$ cat config.mk
export PLATFORM = sky130hd
export DESIGN_NAME = flash_read_arbiter
export DESIGN_NICKNAME = d
export VERILOG_FILES = /design/src/rtl/flash_arb_pkg.sv /design/src/rtl/rr_pick2.sv /design/src/rtl/flash_read_arbiter.sv
export SDC_FILE = /design/constraint.sdc
export NUM_CORES = 1
export LEC_CHECK = 0
export CAP_MARGIN = 20
export CORE_MARGIN = 4
export CORE_UTILIZATION = 46
export DETAILED_ROUTE_END_ITERATION = 12
export GPL_TIMING_DRIVEN = 0
export PLACE_DENSITY = 0.93
export SYNTH_ARGS = -nofsm -noshare
export SYNTH_HDL_FRONTEND = slang
export SYNTH_SLANG_ARGS = --single-unit
$ cat constraint.sdc
create_clock -name clk -period 6 [get_ports clk]
set_clock_uncertainty 0.15 [all_clocks]
set_input_delay 0.9 -clock clk [delete_from_list [all_inputs] [get_ports clk]]
set_output_delay 0.9 -clock clk [all_outputs]
set_load 0.1 [all_outputs]
$ cat src/rtl/flash_arb_pkg.sv
// Shared types and constants for the flash read arbiter.
package flash_arb_pkg;

  typedef enum logic [1:0] {
    ST_WAIT_SETUP = 2'd0,
    ST_IDLE       = 2'd1,
    ST_BUSY       = 2'd2,
    ST_RELEASE    = 2'd3
  } arb_state_t;

  localparam logic REQ_CPU = 1'b0;
  localparam logic REQ_DBG = 1'b1;

  localparam int DEFAULT_TIMEOUT_CYCLES = 1024;

endpackage

$ cat src/rtl/rr_pick2.sv
// Two-way round-robin picker: a lone requester wins, a tie goes to the
// requester that did not win last time.
module rr_pick2
  import flash_arb_pkg::*;
(
  input  logic [1:0] req,
  input  logic       last,
  output logic       gnt_valid,
  output logic       gnt_id
);

  assign gnt_valid = |req;

  // Winner selection; id follows the req bit index (0 = CPU, 1 = DBG).
  always_comb begin
    gnt_id = REQ_CPU;
    if (req == 2'b11) begin
      gnt_id = ~last;
    end else if (req[REQ_DBG]) begin
      gnt_id = REQ_DBG;
    end
  end

endmodule

$ cat src/rtl/flash_read_arbiter.sv
// Arbitrates single-byte reads between the CPU fetch path and the debug-SPI
// path onto one QSPI flash reader, with a busy timeout and setup gating.
//
//   state         | meaning
//   --------------+-----------------------------------------------------
//   WAIT_SETUP    | flash reader not ready; no grants
//   IDLE          | ready; grant on the first edge with any request
//   BUSY          | read in flight; waiting for data, timeout or setup loss
//   RELEASE       | one-cycle gap so the finished owner's stale req is not regranted
module flash_read_arbiter
  import flash_arb_pkg::*;
#(
  parameter int ADDR_W         = 24,
  parameter int TIMEOUT_CYCLES = DEFAULT_TIMEOUT_CYCLES
) (
  input  logic              clk,
  input  logic              rst,
  input  logic              cpu_req,
  input  logic [ADDR_W-1:0] cpu_addr,
  input  logic              dbg_req,
  input  logic [ADDR_W-1:0] dbg_addr,
  output logic              cpu_done,
  output logic              dbg_done,
  output logic [7:0]        rsp_data,
  output logic              rsp_err,
  output logic [ADDR_W-1:0] flash_addr,
  output logic              flash_do_read,
  input  logic              flash_setup_done,
  input  logic              flash_data_ready,
  input  logic [7:0]        flash_data
);

  localparam int              CNT_W    = $clog2(TIMEOUT_CYCLES);
  localparam logic [CNT_W-1:0] CNT_LAST = CNT_W'(TIMEOUT_CYCLES - 1);

  arb_state_t       r_state;
  logic [CNT_W-1:0] r_cnt;
  logic             r_owner;
  logic             r_last;

  logic [1:0]       w_req;
  logic             w_gnt_valid;
  logic             w_gnt_id;

  assign w_req = {dbg_req, cpu_req};

  rr_pick2 u_pick (
    .req       (w_req),
    .last      (r_last),
    .gnt_valid (w_gnt_valid),
    .gnt_id    (w_gnt_id)
  );

  // Arbiter FSM with registered command and response outputs.
  always_ff @(posedge clk or negedge rst) begin
    if (!rst) begin
      r_state       <= ST_WAIT_SETUP;
      r_cnt         <= '0;
      r_owner       <= REQ_CPU;
      r_last        <= REQ_DBG;
      flash_addr    <= '0;
      flash_do_read <= 1'b0;
      cpu_done      <= 1'b0;
      dbg_done      <= 1'b0;
      rsp_data      <= 8'h00;
      rsp_err       <= 1'b0;
    end else begin
      cpu_done <= 1'b0;
      dbg_done <= 1'b0;
      case (r_state)
        ST_WAIT_SETUP: begin
          if (flash_setup_done) r_state <= ST_IDLE;
        end
        ST_IDLE: begin
          if (!flash_setup_done) begin
            r_state <= ST_WAIT_SETUP;
          end else if (w_gnt_valid) begin
            flash_addr    <= (w_gnt_id == REQ_DBG) ? dbg_addr : cpu_addr;
            flash_do_read <= 1'b1;
            r_owner       <= w_gnt_id;
            r_last        <= w_gnt_id;
            r_cnt         <= '0;
            r_state       <= ST_BUSY;
          end
        end
        ST_BUSY: begin
          // Setup loss aborts regardless of data; data beats the timeout.
          if (!flash_setup_done) begin
            rsp_data      <= 8'hFF;
            rsp_err       <= 1'b1;
            cpu_done      <= (r_owner == REQ_CPU);
            dbg_done      <= (r_owner == REQ_DBG);
            flash_do_read <= 1'b0;
            r_state       <= ST_WAIT_SETUP;
          end else if (flash_data_ready) begin
            rsp_data      <= flash_data;
            rsp_err       <= 1'b0;
            cpu_done      <= (r_owner == REQ_CPU);
            dbg_done      <= (r_owner == REQ_DBG);
            flash_do_read <= 1'b0;
            r_state       <= ST_RELEASE;
          end else if (r_cnt == CNT_LAST) begin
            rsp_data      <= 8'hFF;
            rsp_err       <= 1'b1;
            cpu_done      <= (r_owner == REQ_CPU);
            dbg_done      <= (r_owner == REQ_DBG);
            flash_do_read <= 1'b0;
            r_state       <= ST_RELEASE;
          end else begin
            r_cnt <= r_cnt + CNT_W'(1);
          end
        end
        ST_RELEASE: begin
          r_state <= flash_setup_done ? ST_IDLE : ST_WAIT_SETUP;
        end
        default: begin
          r_state <= ST_WAIT_SETUP;
        end
      endcase
    end
  end

endmodule

# --- Yosys cells after proc, flatten, opt, wreduce, memory -nomap -nowiden ---
# Cells that the tools add are included.
op_classes:
  addsub: 1
  eq_ne: 14
  mux: 37
  bitwise: 2
  n_reduce_logical: 8
op_table:
  columns: ["operator", "count"]
  rows:
  - ["$mux W10", 5]
  - ["$mux W24", 1]
  - ["$mux W8", 3]
  - ["$pmux W10 S2", 1]
  - ["$mux W1", 19]
  - ["$mux W2", 6]
  - ["$add A10 B1 Y10 const B", 1]
  - ["$eq A10 B10 Y1 const B", 1]
  - ["$ne A2 B2 Y1 const B", 5]
  - ["$pmux W2 S4", 1]
  - ["$eq A2 B2 Y1 const B", 3]
  - ["$reduce_and A3 Y1", 2]
  - ["$reduce_and A6 Y1", 1]
  - ["$ne A4 B4 Y1 const B", 1]
  - ["$reduce_and A4 Y1", 1]
  - ["$ne A3 B1 Y1 const B", 1]
  - ["$ne A3 B2 Y1 const B", 1]
  - ["$eq A2 B1 Y1 const B", 1]
  - ["$logic_not A2 Y1", 1]
  - ["$ne A2 B1 Y1 const B", 1]
  - ["$not A1 Y1", 2]
  - ["$pmux W1 S2", 1]
  - ["$reduce_and A2 Y1", 1]
  - ["$reduce_bool A2 Y1", 1]
  - ["$reduce_or A2 Y1", 1]
totals:
  regBits: 50
  input_bits: 62

# --- Depth between registers and ports, before layout ---
depth:
  ltp_word: 5
  ltp_mapped: 6
  ltp_nobuf: 5

# --- Cells and area by module ---
# From an unflattened synthesis, not the netlist that was laid out.
unflattened:
  hier_cells: 212
  hier_area_um2: 2273.4
by_module_without_submodules:
  columns: ["mod", "n_inst", "cells_each", "area_each_um2"]
  rows:
  - ["flash_read_arbiter", 1, 210, 2259.7]
  - ["rr_pick2", 1, 2, 13.8]

# --- Worst setup path before layout ---
# Ideal clock, no wire load.
synth_path:
  path_type: "input to register"
  start: "input port flash_data_ready"
  end: "register r_cnt[3]"
  arrival_time_ps: 1845
  required_time_ps: 5731
  path_slack_ps: 3886
  stages: 4
  n_path_buf: 0
  path_cell_list: "and4bb_2 o31ai_4 mux2_2 a21o_2"
synth_via:
  elab_chain_cells: 2
synth_lines:
  columns: ["item", "line_no", "source"]
  rows:
  - ["start, declared", "flash_read_arbiter.sv:29", "input logic flash_data_ready,"]
  - ["$ne A2 B2 Y1 (no source line)", null, null]
  - ["$reduce_and A6 Y1 (no source line)", null, null]
  - ["end signal, assigned", "flash_read_arbiter.sv:110", "r_cnt <= r_cnt + CNT_W'(1);"]
  - ["end, declared", "flash_read_arbiter.sv:37", "logic [CNT_W-1:0] r_cnt;"]
# No other way between the ends.
# A chain may end at the register's enable or synchronous reset.

# --- Final worst setup path ---
layout_path:
  start: "register flash_addr[1]"
  end: "output port flash_addr[1]"
layout_rtl:
  columns: ["item", "line_no", "source"]
  rows:
  - ["start, declared", "flash_read_arbiter.sv:26", "output logic [ADDR_W-1:0] flash_addr,"]
  - ["start signal, assigned", "flash_read_arbiter.sv:78", "flash_addr <= (w_gnt_id == REQ_DBG) ? dbg_addr : cpu_addr;"]
# No word-level cell between the ends.

==> results.ini <==
[power_and_ir_drop]
worst_ir_drop_vdd_mv=0.2799
p_leak_uw=0.001503
p_per_area_nw_per_um2=415.2
finalPower_uw=1450

[layout]
antennaDiodeCount=0
final-instance-count-excl-fill=384
drive_above_1_share_pct=9.779
fin_nets=379
design_area_um2=3492
fill_cells=349
area.growth.synth_to_final_pct=50.05

[drt]
drtPass1Iterations=4
drt-initial-drc-count=110
vias=2067
ant_nets=0
vias_per_cell=5.383
avgRoutedWirePerCell_um=16.32
drcViolationCount=0
wl_mm=6.265

[logic_synthesis]
syn_nets=274
postSynthCellCount=211
ys_top_cells_by_area=dfrtp_1 (53%), mux2i_1 (11%), o21ai_0 (6.2%)
synth_area_um2=2327
synth_edf_count=0
ys_ff_latch=50
synth-warning-count=0
syn_avg_cell_area_um2=11.03
yosysTopAreaCell=dfrtp_1
yosysUniqueCellTypes=41
async_flop_share_pct=100.0
yosysSeqAreaShare_pct=53.82
synth_top_area_share_pct=52.69
synth_ff_type=dfrtp_1

[timing]
tightest_slew_ns=1.000
slew_violations=0
fin_crit_sh_pct=47.97
fin_tns_setup_ns=0
slew_headroom_pct=33.11
hold_viol=0
min_period_ns=2.878
rsz0062_at_grt=no
finalSetupViolations=0
max_freq_ghz=0.3475

[clock_tree]
clk_path_buf_depth=2
cts_tree=built
clk_pin_slew_ns=0.09
post-cts-setup-buffer-count=0
cts_root_buf=clkbuf_8
htreeDepth=2
ctsResizeCount=0
numCtsBuffers=5
clock_latency_ns=0.31
cts_sinks=50
cts_hold_buf=0

[worst_setup_path]
path_class=reg2out
crit_path_top_delay_cell=clkdlybuf4s50_1
crit_fanout=2
worstSetupEndpointType=output port
critPathMaxStageDelay_ns=1.15
startpoint_type=register
cpLargestDelayFamily=buffers and inverters
ff2ff_setup_slack_ns=3.85
arrival_ns=1.83
critPathRequiredTime_ns=4.95
reg2reg_depth=6
path_cells=clkdlybuf4s50_1
r2r_end=r_cnt[6]$_DFFE_PN0P_
r2r_start=r_cnt[0]$_DFFE_PN0P_
critPathBufInv=1

[die]
die_h_um=79.13
coreArea_um2=4817
start_util_pct=48.31
rows=25
chipWidth_um=79.13
io_pins=98
die_area_um2=6262

[placed_design]
finalWeightedCongestion=0.8000
dp.cells=376
hpwlAfterDp_mm=4.839
placed_cell_area_um2=3397
io_buffer_count=97

[global_route]
antenna_found_initial=0
grt_pass1_vias=2108
grt_max_degree=42
grt_use_total_pct=20.82
grt_overflow=0
grt_pass1_wl_mm=10.20

[status]
status=completed

[flow_run]
maxCapViolCount=0

[min_path]
hold_path_class=in2async

## synth_stat cells (2+ instances only)
cell       n
dfrtp_1   49
nand2_1   30
o21ai_0   29
mux2i_1   26
o22a_2     8
nand3_1    7
clkbuf_1   6
nor2_1     5
a21oi_1    4
a21boi_0   3
a21o_1     3
a31oi_1    3
buf_2      3
inv_1      3
and2b_1    2
nand2b_1   2
nor2b_1    2
nor4_1     2
o21a_1     2
## report_power, final
group	total (uW)	leakage, uW	internal, uW	switching, uW
logic	778	0.000846	202	577
registers	468	0.000610	416	51.7
clock network	204	0.0000472	92.8	111
## layout make-up
cell class | instances | area (um2) | share of cell area (%)
Sequential cell | 50 | 1252 | 35.87
Multi-Input combinational cell | 147 | 1007 | 28.84
Timing Repair Buffer | 98 | 985.9 | 28.23
Tap cell | 67 | 83.83 | 2.401
Clock buffer | 6 | 82.58 | 2.365
Buffer | 11 | 56.30 | 1.612
Clock inverter | 2 | 12.51 | 0.3583
Inverter | 3 | 11.26 | 0.3225
## worst max-delay path by stage
stage	from	endpoint	slack, ns	cells past startpoint
finish	flash_addr[1]$_DFFE_PN0P_	flash_addr[1]	3.12	1
global route	flash_addr[3]$_DFFE_PN0P_	flash_addr[3]	3.07	1
CTS	flash_addr[3]$_DFFE_PN0P_	flash_addr[3]	3.12	1
detailed placement	flash_setup_done	r_cnt[0]$_DFFE_PN0P_	3.03	7
global placement	rst	rsp_data[6]$_DFFE_PN0P_	2.49	1
floorplan	flash_data_ready	r_cnt[3]$_DFFE_PN0P_	3.89	4
## flip-flops by register name, summed over array words and instances, names as in the netlist
name / cells
flash_do_read: 1
flash_addr: 24
r_owner: 1
r_last: 1
r_state: 2
r_cnt: 10
rsp_err: 1
dbg_done: 1
rsp_data: 8
cpu_done: 1
## per-layer routing
layer | GRT usage, % | share of wire [%] | vias to the layer above
li1 | - | - | 966
met1 | 24.34 | 38 | 1007
met2 | 38.64 | 54 | 85
met3 | 4.762 | 6.4 | 9
met4 | 4.467 | 1.3 | 0
met5 | 0 | 0 | -
## metrics by stage
step                hold slack [ns]  utilization [%]  setup slack [ns]
CTS                          0.3157            72.49             3.117
global placement             0.3107            70.21             2.487
finish                       0.3093            72.49             3.122
global route                 0.3146            72.49             3.072
detailed placement           0.3200            70.52             3.025
floorplan                    0.3193                -             3.886
## layout by cell type, fill, tap and decap left out, types with 2 or more instances in the layout
cell / count
a21boi_0: 3
a21o_1: 3
a21oi_1: 4
a31oi_1: 3
and2b_1: 2
buf_2: 4
clkbuf_1: 6
clkbuf_8: 6
clkdlybuf4s50_1: 96
dfrtp_1: 49
inv_1: 3
mux2i_1: 26
nand2_1: 30
nand2b_1: 2
nand3_1: 7
nor2_1: 5
nor2b_1: 2
nor4_1: 2
o21a_1: 2
o21ai_0: 29
o22a_2: 8
## kinds of logic after synthesis
logic type,share of synthesized area [%]
mux,11.67
flops,53.82
compound gates,18.28
fa+ha+maj,0.5375
buf+inv,2.903
simple gates,12.80
No activity file was read; power rests on OpenSTA's default activity.
